**config.mk**
```make
export PLATFORM = sky130hd
export DESIGN_NAME = pc_stack_flat
export DESIGN_NICKNAME = d
export VERILOG_FILES = /design/src/rtl/pc_stack_if.sv /design/src/rtl/pc_stack.sv /design/src/flat_wrapper.sv
export SDC_FILE = /design/constraint.sdc
export NUM_CORES = 1
export LEC_CHECK = 0
export CAP_MARGIN = 40
export CORE_UTILIZATION = 50
export DETAILED_ROUTE_END_ITERATION = 16
export GPL_TIMING_DRIVEN = 0
export PLACE_DENSITY = 0.74
export REMOVE_ABC_BUFFERS = 1
export SLEW_MARGIN = 20
export SYNTH_ARGS = -nofsm -noshare
export SYNTH_HDL_FRONTEND = slang
export SYNTH_SLANG_ARGS = --single-unit
export TNS_END_PERCENT = 50
```
**constraint.sdc**
```tcl
create_clock -name clk -period 5.2 [get_ports clk]
set_input_delay 1.04 -clock clk [delete_from_list [all_inputs] [get_ports clk]]
set_output_delay 1.04 -clock clk [all_outputs]
set_load 0.005 [all_outputs]
```
**src/rtl/pc_stack_if.sv**
```systemverilog
// Fetch-stage program-counter bus: control-unit requests and the PC/RAS status that flows back.
interface pc_stack_if #(
  parameter int AW    = 16,
  parameter int OW    = 8,
  parameter int DEPTH = 8
);
  logic                       ld;
  logic                       incr;
  logic                       br;
  logic                       call;
  logic                       ret;
  logic                       err_clr;
  logic [AW-1:0]              Din;
  logic [OW-1:0]              offset;
  logic [AW-1:0]              Dout;
  logic [$clog2(DEPTH+1)-1:0] sp;
  logic                       full;
  logic                       empty;
  logic                       err;

  modport master (
    output ld, incr, br, call, ret, err_clr, Din, offset,
    input  Dout, sp, full, empty, err
  );

  modport slave (
    input  ld, incr, br, call, ret, err_clr, Din, offset,
    output Dout, sp, full, empty, err
  );
endinterface

```
**src/rtl/pc_stack.sv**
```systemverilog
// Program counter with hardware return-address stack; one op per cycle, ld > call > ret > br > incr.
// Define PC_FAULT_TRAP_EN to redirect the PC to TRAP_ADDR on stack overflow/underflow.
module pc_stack #(
  parameter int             AW        = 16,
  parameter int             OW        = 8,
  parameter int             DEPTH     = 8,
  parameter logic [AW-1:0]  TRAP_ADDR = '0
) (
  input  logic       clk,
  input  logic       reset_n,
  pc_stack_if.slave  bus
);
  localparam int SPW = $clog2(DEPTH+1);
  localparam int IW  = $clog2(DEPTH);
`ifdef PC_FAULT_TRAP_EN
  localparam bit TRAP_EN = 1'b1;
`else
  localparam bit TRAP_EN = 1'b0;
`endif

  logic [AW-1:0]  ras [DEPTH];
  logic [AW-1:0]  pc;
  logic [SPW-1:0] sp_q;
  logic           err_q;
  logic           full, empty;
  logic           do_call, do_ret, push, pop, fault;
  logic [IW-1:0]  wr_idx, rd_idx;
  logic [AW-1:0]  off_ext, pc_inc, fault_pc;

  assign full     = (sp_q == SPW'(DEPTH));
  assign empty    = (sp_q == '0);
  assign do_call  = ~bus.ld & bus.call;
  assign do_ret   = ~bus.ld & ~bus.call & bus.ret;
  assign push     = do_call & ~full;
  assign pop      = do_ret & ~empty;
  assign fault    = (do_call & full) | (do_ret & empty);
  assign wr_idx   = IW'(sp_q);
  assign rd_idx   = IW'(sp_q - SPW'(1));
  assign off_ext  = AW'($signed(bus.offset));
  assign pc_inc   = pc + AW'(1);
  // Without the trap build a fault simply holds the PC.
  assign fault_pc = TRAP_EN ? TRAP_ADDR : pc;

  always_ff @(posedge clk or negedge reset_n) begin
    if (!reset_n) begin
      pc    <= '0;
      sp_q  <= '0;
      err_q <= 1'b0;
    end else begin
      if (bus.ld)          pc <= bus.Din;
      else if (fault)      pc <= fault_pc;
      else if (push)       pc <= bus.Din;
      else if (pop)        pc <= ras[rd_idx];
      else if (bus.br)     pc <= pc + off_ext;
      else if (bus.incr)   pc <= pc_inc;

      if (push)            sp_q <= sp_q + SPW'(1);
      else if (pop)        sp_q <= sp_q - SPW'(1);

      if (fault)           err_q <= 1'b1;
      else if (bus.err_clr) err_q <= 1'b0;
    end
  end

  // Stack contents are don't-care after reset, so no reset here.
  always_ff @(posedge clk) begin
    if (push) ras[wr_idx] <= pc_inc;
  end

  assign bus.Dout  = pc;
  assign bus.sp    = sp_q;
  assign bus.full  = full;
  assign bus.empty = empty;
  assign bus.err   = err_q;
endmodule
```
**src/flat_wrapper.sv**
```systemverilog
// flat-port wrapper written by rule: the top's interface ports become plain ports
module pc_stack_flat 
#(
  parameter int             AW        = 16,
  parameter int             OW        = 8,
  parameter int             DEPTH     = 8,
  parameter logic [AW-1:0]  TRAP_ADDR = '0
)
  (clk, reset_n, bus_ld, bus_incr, bus_br, bus_call, bus_ret, bus_err_clr, bus_Din, bus_offset, bus_Dout, bus_sp, bus_full, bus_empty, bus_err);
  pc_stack_if #(.AW(AW), .OW(OW), .DEPTH(DEPTH)) bus_i ();
  input  logic clk;
  input  logic reset_n;
  input wire logic [$bits(bus_i.ld)-1:0] bus_ld;
  input wire logic [$bits(bus_i.incr)-1:0] bus_incr;
  input wire logic [$bits(bus_i.br)-1:0] bus_br;
  input wire logic [$bits(bus_i.call)-1:0] bus_call;
  input wire logic [$bits(bus_i.ret)-1:0] bus_ret;
  input wire logic [$bits(bus_i.err_clr)-1:0] bus_err_clr;
  input wire logic [$bits(bus_i.Din)-1:0] bus_Din;
  input wire logic [$bits(bus_i.offset)-1:0] bus_offset;
  output wire logic [$bits(bus_i.Dout)-1:0] bus_Dout;
  output wire logic [$bits(bus_i.sp)-1:0] bus_sp;
  output wire logic [$bits(bus_i.full)-1:0] bus_full;
  output wire logic [$bits(bus_i.empty)-1:0] bus_empty;
  output wire logic [$bits(bus_i.err)-1:0] bus_err;
  assign bus_i.ld = bus_ld;
  assign bus_i.incr = bus_incr;
  assign bus_i.br = bus_br;
  assign bus_i.call = bus_call;
  assign bus_i.ret = bus_ret;
  assign bus_i.err_clr = bus_err_clr;
  assign bus_i.Din = bus_Din;
  assign bus_i.offset = bus_offset;
  assign bus_Dout = bus_i.Dout;
  assign bus_sp = bus_i.sp;
  assign bus_full = bus_i.full;
  assign bus_empty = bus_i.empty;
  assign bus_err = bus_i.err;
  pc_stack #(.AW(AW), .OW(OW), .DEPTH(DEPTH), .TRAP_ADDR(TRAP_ADDR)) u_core (.clk(clk), .reset_n(reset_n), .bus(bus_i));
endmodule
```
* Word level (Yosys, flattened, before mapping)
Memories as Yosys holds them, arrays and structs flattened.
Index checks and enable logic that the tools add are counted.
** Cells by class
- Add/sub/neg operators :: 4
- Equality and inequality tests :: 2
- Multiplexer cells :: 12
- Bitwise gates (word level) :: 12
- Reduce and logical (&&, ||, !) cells :: 5
** Operators with widths (count)
- $mux 16 :: 6
- $add 16x1->16 const B :: 1
- $add 16x16->16 :: 1
- $mux 4 :: 2
- $and 1x1->1 :: 7
- $reduce_bool 5->1 :: 1
- $add 4x1->4 const B :: 1
- $eq 4x4->1 const B :: 1
- $logic_not 4->1 :: 1
- $mux 1 :: 4
- $not 1->1 :: 4
- $reduce_bool 2->1 :: 2
- $sub 4x1->4 const B :: 1
- $ne 2x2->1 const B :: 1
- $reduce_and 2->1 :: 1
- $or 1x1->1 :: 1
** Word-level totals
- Flip-flop bits (word level) :: 21
- Memory bits (writable) :: 128
- Bits of input ports :: 32
- Output and inout bits :: 23
- Memories :: 1
** Memory list
- u_core.ras :: words 8, width 16, read ports 1, clocked after Yosys merged registers in 0, wr ports 1, RTL line pc_stack.sv:21 : logic [AW-1:0] ras [DEPTH];

* Logic depth before layout (Yosys ltp)
Gate-level depths: netlist of the first run.
- Word-level depth :: 8
- Depth in mapped cells :: 12
- Gate-level depth less buffers :: 8

* Least setup slack after synthesis of the first run
OpenSTA, ideal clock, no wires.
- Kind :: reg2reg
- Start point :: register u_core.sp_q[0], in the netlist u_core.bus.sp[0]
- End point :: memory u_core.ras[0][0] (enable)
- Library setup time :: 431 ps
- Arrival :: 3462 ps
- Required time :: 4769 ps
- Path slack :: 1308 ps
- Cell stages (with the launch flop) :: 8
- Period minus slack after synthesis :: 3892 ps
- Path through :: dfrtp_1 -> buf_2 -> clkbuf_1 -> inv_1 -> ha_1 -> nand3b_1 -> nand3b_1 -> nor4_1
** Between the ends
- Word-level cells in the longest chain between the ends :: 5
** Ends and longest elaborated chain
- start: declaration :: RTL line pc_stack.sv:23 : logic [SPW-1:0] sp_q;
- start signal: assignment :: RTL line pc_stack.sv:57 : if (push) sp_q <= sp_q + SPW'(1);
- start signal: assignment :: RTL line pc_stack.sv:58 : else if (pop) sp_q <= sp_q - SPW'(1);
- $eq 4x4->1 :: RTL line pc_stack.sv:30 : assign full = (sp_q == SPW'(DEPTH));
- $not 1->1 :: RTL line pc_stack.sv:34 : assign push = do_call & ~full;
- $and 1x1->1 :: RTL line pc_stack.sv:34
- $mux 1 :: RTL line pc_stack.sv:67 : if (push) ras[wr_idx] <= pc_inc;
- $mux 1 (implied by the code) :: RTL line pc_stack.sv:67
- end: declaration :: RTL line pc_stack.sv:21
Several ways; a longest one is shown, not always the timed one.

* Final worst setup path of the first run
- Start point :: input bus_ld
- End point :: register u_core.pc[14], in the netlist u_core.bus.Dout[14]
** Between the ends
- Word-level cells in the longest chain between the ends :: 8
- Elaborated cells on any way between the ends :: 16
- Classes of those cells :: eq/ne (1); mux (4); bitwise (9); reduce/logical (2)
** Ends and longest elaborated chain
- start: declaration :: RTL line flat_wrapper.sv:13 : input wire logic [$bits(bus_i.ld)-1:0] bus_ld;
- $not 1->1 :: RTL line pc_stack.sv:32, pc_stack.sv:33
- $and 1x1->1 (2 in a row) :: RTL line pc_stack.sv:33 : assign do_ret = ~bus.ld & ~bus.call & bus.ret;
- $and 1x1->1 :: RTL line pc_stack.sv:35 : assign pop = do_ret & ~empty;
- $mux 16 :: RTL line pc_stack.sv:53 : else if (pop) pc <= ras[rd_idx];
- $mux 16 :: RTL line pc_stack.sv:52 : else if (push) pc <= bus.Din;
- $mux 16 :: RTL line pc_stack.sv:51 : else if (fault) pc <= fault_pc;
- $mux 16 :: RTL line pc_stack.sv:50 : if (bus.ld) pc <= bus.Din;
- end signal: assignment :: RTL line pc_stack.sv:50
- end signal: assignment :: RTL line pc_stack.sv:51
- end signal: assignment :: RTL line pc_stack.sv:52
- end: declaration :: RTL line pc_stack.sv:22 : logic [AW-1:0] pc;
Several ways; a longest one is shown, not always the timed one. The select of a mux whose other input is x is not followed.
A chain may end at the register's enable or synchronous reset.

==> results of run 1 <==
final timing paths:
kind	from	end	slack, ns	depth (start not counted)
min reg2reg	u_core.bus.err	u_core.bus.err	0.48	1
min in group asynchronous	reset_n	u_core.bus.sp[1]	0.93	1
max in group asynchronous	reset_n	u_core.bus.Dout[5]	3.80	2
min	u_core.bus.err	u_core.bus.err	0.48	1
max	bus_ld	u_core.bus.Dout[14]	1.41	7
max reg2reg	u_core.bus.sp[0]	u_core.bus.Dout[14]	1.56	9
metal layers:
metal  GRT usage  vias up  part of all wire
met5           0        -                 0
met4      0.0846        0             0.016
met3      0.0497       25             0.060
met2       0.410      249              0.49
met1       0.340     2525              0.43
li1            -     2214                 -
registers in the layout, indices dropped and copies added (netlist names):
name             flops
u_core.bus.sp        4
u_core.ras         128
u_core.bus.Dout     16
u_core.bus.err       1
critical path: cells and delay by family:
kind	cells	cell delay (ns)
AND/OR/NAND/NOR	2	0.78
AO/OA/AOI/OAI	4	1.70
buffers and inverters	1	0.53
stage by stage:
stage / hold slack (ns) / worst slack (ns) / setup TNS [ns]
floorplan: 0.477 / 0.638 / 0
global placement: 0.460 / -1.54 / -65.35
detailed placement: 0.477 / 1.08 / 0
CTS: 0.487 / 1.51 / 0
global route: 0.537 / 1.29 / 0
finish: 0.480 / 1.41 / 0
final cells by class:
cell class              count  area [um^2]  area share
flip-flops and latches    149         4370       0.501
inverters                  11         55.1     0.00631
multi-input cells         329         2750       0.315
clock inverters            14          138      0.0158
clock buffers              17          425      0.0487
well taps                 180          225      0.0258
repair buffers             75          763      0.0874
power by group through the flow:
stage               Sequential [mW]  Combinational, mW  Clock (mW)
floorplan                      1.71              0.984           0
global placement               1.76               1.38           0
detailed placement             1.69               1.57           0
CTS                            1.67               1.59        1.18
global route                   1.69               1.71        1.24
finish                         1.67               1.60        1.17
cells by family after synthesis:
family	after synthesis	synth area share
multiplexers	36	0.105
buffers and inverters	37	0.0236
adder cells (fa/ha/maj)	19	0.0338
XOR/XNOR	23	0.0278
AO/OA/AOI/OAI	133	0.125
AND/OR/NAND/NOR	118	0.0822
flip-flops	149	0.603
cell usage after synthesis (all sizes together) (2+ instances only):
master and number:
mux4 32, dfrtp 21, a21o 7, nand3 14
nor2 30, ha 18, a311oi 2, mux2i 4
clkbuf 15, edfxtp 128, a31o 2, inv 10
a221oi 2, and3 7, a22o 5, xnor2 15
a21oi 26, nor4 7, o211ai 9, buf 11
o21ai 25, a21boi 2, nand2 26, a222oi 3
nand3b 2, nor3b 3, a211oi 7, a22oi 12
nor3 10, o31a 2, nand2b 5, o22ai 7
or3 2, a31oi 9, xor2 8, o211a 2
nand4 3, o21a 2
==> results.cfg, run 1 <==
[setup_path]
end_kind = flip-flop
startpoint_type = primary input
cp_cell_sequence = clkdlybuf4s50_1, nor3b_1, o21ai_1, a31oi_2, nand2_1, a2111oi_0, a21oi_1
worst_ep_arrival_time_ns = 4.06
worstSetupPathType = primary input to flip-flop
path_max_fanout = 13
critical-path-max-stage-delay_ns = 0.74
cp_data_required_time_ns = 5.47
worst_path_max_delay_cell = a31oi_2

[floorplanning]
initial_core_util = 0.518
placementRows = 43
ios = 55
die-area_mm2 = 0.0150
die_h_um = 122
core_area_mm2 = 0.0140
fp.dieW_um = 122

[final_layout]
diodes = 0
finish.utilization = 0.624
stdcell_count = 775
num-nets-final = 634
syn_to_final_growth_pct = 20.5
fillCellCount = 989
layout_common_cells = edfxtp_1, clkdlybuf4s50_1, mux4_2
final_cell_area_mm2 = 0.00873
drive_gt1_frac = 0.173
final_common_cell = edfxtp_1

[timing]
hold_viol = 0
finalCritPeriodShare = 0.728
setup_violations = 0
min_period_ns = 3.79
rsz0062_at_grt = no
skew_ns = 0.0103
tightest_slew_ns = 0.835
maxSlewHeadroom = 0.441
maxSlewViolCount = 0
fmax_ghz = 0.264

[global_routing]
grt_max_degree = 41
overflow = 0
grt_pass1_wl_um = 27200
grt_pass1_vias = 4764
grt_use_total = 0.252
antenna_found_initial = 0

[power_and_ir_drop]
p_int_mw = 2.99
pwr-share-seq = 0.376
total_power_mw = 4.45
p_clk_frac = 0.263
p_leak_nw = 3.01
netSwitchingFraction = 0.327
vdd_ir_drop_max_uv = 306
combPwrFrac = 0.360
p_sw_mw = 1.45
powerDensity_mw_per_mm2 = 509

[outcome]
status = finished clean

[placed_design]
io_buffers = 54
dp_cells = 743
place_congestion = 0.945
dp_hpwl_um = 12000
dpl_cell_area_mm2 = 0.00816

[cts]
ctsHoldBuffers = 0
cts_buffers = 17
clk_pin_slew_ns = 0.06
tritoncts = yes
post-cts-setup-buffers = 0
cts_resized = 0
cts-root-buf = clkbuf_16
h-tree-depth = 4
cts_buffer_depth = 2
clkSinkCount = 149
clkLatencyLatePin_ns = 0.41

[hold_path]
hold_class = flip-flop to flip-flop

[synthesis]
synth_edf_count = 128
yosysSeqAreaShare = 0.603
synth.cell_area_mm2 = 0.00725
syn-instance-count = 515
async_flop_share = 0.141
syn_area_per_cell_um2 = 14.1
ys_ff_latch = 149
synth_ff_type = edfxtp_1
yosysTopAreaCellShare = 0.530
synth.top_cells.by_area = edfxtp_1, mux4_2, dfrtp_1, ha_1, xnor2_1
ys_types = 65
synth_top_area_cell = edfxtp_1
yosys_warnings = 0

[routing]
via_per_inst = 6.47
via_count = 5013
drtIter0Drc = 515
final_antenna_net_count = 0
drt_first_pass_iters = 5
drc_errors = 0
wl_um = 18000
wire_per_inst_um = 23.2

[job]
cap_violations = 0
Power figures use the tool's default switching activity.
==> inputs of run 2 (changes only) <==
Clock period 5.2 ns to 3.9 ns, I/O delays scaled along.
==> run 2 against run 1 <==
  * Hold slack barely moved
  * Combinational power rose by 33%
  * Critical endpoint unchanged
  * Via count barely moved
  * Clock power rose by 33%
  * Global-route usage barely moved
  * Sequential share of layout area did not move
==> results.cfg, run 2 (synthesized netlist as in run 1, its figures left out) <==
[routing]
wl_um = 17900
via_per_inst = 6.46
wl_met3_um = 1140
final_antenna_net_count = 0
wire_per_inst_um = 23.1
via_count = 5009
drc_errors = 0
met1_length_um = 7590
drt_first_pass_iters = 7
wl_met2_um = 8970
drtIter0Drc = 550
top_layer_used = met4

[power_and_ir_drop]
combPwrFrac = 0.360
vdd_ir_drop_max_uv = 405
powerDensity_mw_per_mm2 = 678
pwr-share-seq = 0.377
p_leak_nw = 3.01
p_int_mw = 3.99
p_sw_mw = 1.93
p_clk_frac = 0.263
netSwitchingFraction = 0.326

[timing]
tightest_slew_ns = 0.834
setup_violations = 0
min_period_ns = 3.64
maxSlewViolCount = 0
hold_viol = 0
tns_ns = 0
rsz0062_at_grt = no
finalCritPeriodShare = 0.933
whs_ns = 0.480
skew_ns = 0.0109
maxSlewHeadroom = 0.442
fmax_ghz = 0.275

[global_routing]
overflow = 0
grt_pass1_wl_um = 27200
grt_pass1_vias = 4756
grt_max_degree = 41
grt_use_total = 0.252
antenna_found_initial = 0

[floorplanning]
fp.dieW_um = 122
die_h_um = 122
core_area_mm2 = 0.0140
die-area_mm2 = 0.0150
placementRows = 43
initial_core_util = 0.518
ios = 55

[placed_design]
io_buffers = 54
dp_cells = 743
dp_hpwl_um = 12000
place_congestion = 0.945
dpl_cell_area_mm2 = 0.00816

[setup_path]
cp_data_required_time_ns = 4.17
end_kind = flip-flop
cp_cell_sequence = buf_16, inv_1, ha_2, nand3b_1, nand3b_1, a31oi_2, nand2_1, a2111oi_0, a21oi_1
worst_path_max_delay_cell = a31oi_2
worstSetupPathType = flip-flop to flip-flop
cpLargestDelayFamily = compound AO/OA/AOI/OAI gates
path_common_cell = nand3b_1
critical-path-max-stage-delay_ns = 0.74
startpoint_type = flip-flop
critPathBufInv = 2
worst_ep_arrival_time_ns = 3.91
path_max_fanout = 40

[hold_path]
hold_class = flip-flop to flip-flop

[final_layout]
syn_to_final_growth_pct = 20.5
num-nets-final = 634
diodes = 0
drive_gt1_frac = 0.173
stdcell_count = 775
top_register = u_core.ras
final_common_cell = edfxtp_1
regArea_mm2 = 0.00437
fillCellCount = 989
multi_input_area_mm2 = 0.00275
layout_common_cells = edfxtp_1, clkdlybuf4s50_1, mux4_2
finish.utilization = 0.624
final_cell_area_mm2 = 0.00873
largest_reg_flops = 128

[cts]
h-tree-depth = 4
cts-root-buf = clkbuf_16
ctsHoldBuffers = 0
cts_buffer_depth = 2
cts_buffers = 17
tritoncts = yes
clkSinkCount = 149
clk_pin_slew_ns = 0.06
post-cts-setup-buffers = 0
cts_resized = 0
clkLatencyLatePin_ns = 0.41

[job]
cap_violations = 0

[outcome]
status = finished clean
[run 2: cell counts in the layout (fill, tap and decap cells not counted)]
Identical to the previous run, type by type.
[run 2: final cells by class]
class,instances,area share
flip-flops and latches,149,0.501
well taps,180,0.0258
multi-input cells,329,0.315
clock buffers,17,0.0487
repair buffers,75,0.0874
clock inverters,14,0.0158
inverters,11,0.00631
[run 2: path summary, 6_finish.rpt]
path / startpoint / end / slack (ns) / depth (start not counted)
hold reg to reg: u_core.bus.err / u_core.bus.err / 0.48 / 1
min in group asynchronous: reset_n / u_core.bus.sp[0] / 0.67 / 1
max in group asynchronous: reset_n / u_core.bus.Dout[5] / 2.76 / 2
setup / recovery: u_core.bus.sp[0] / u_core.bus.Dout[14] / 0.26 / 9
hold / removal: u_core.bus.err / u_core.bus.err / 0.48 / 1
setup reg to reg: u_core.bus.sp[0] / u_core.bus.Dout[14] / 0.26 / 9
[run 2: metrics by stage]
step | worst slack, ns | power [mW]
after floorplan | -0.662 | 3.60
after global placement | -2.84 | 4.19
after detailed placement | 0.0390 | 4.35
after CTS | 0.317 | 5.92
after global routing | 0.0790 | 6.19
final | 0.262 | 5.92
[run 2: routing by layer]
layer  vias to the layer above  track usage
li1                       2215            -
met1                      2531        0.340
met2                       243        0.412
met3                        20       0.0497
met4                         0       0.0808
met5                         -            0
[run 2: power groups by stage]
| stage | Sequential (mW) | Clock (mW) | Combinational [mW] |
|---|---|---|---|
| finish | 2.23 | 1.56 | 2.13 |
| global route | 2.25 | 1.65 | 2.29 |
| CTS | 2.23 | 1.57 | 2.12 |
| detailed placement | 2.26 | 0 | 2.09 |
| global placement | 2.34 | 0 | 1.84 |
| floorplan | 2.28 | 0 | 1.31 |
[run 2: worst reg2reg max path, cell delays in order, from the launching register on]
cell and delay (ns):
dfrtp_4 0.43, buf_16 0.26, inv_1 0.15, ha_2 0.24, nand3b_1 0.22, nand3b_1 0.43
a31oi_2 0.74, nand2_1 0.36, a2111oi_0 0.53, a21oi_1 0.15
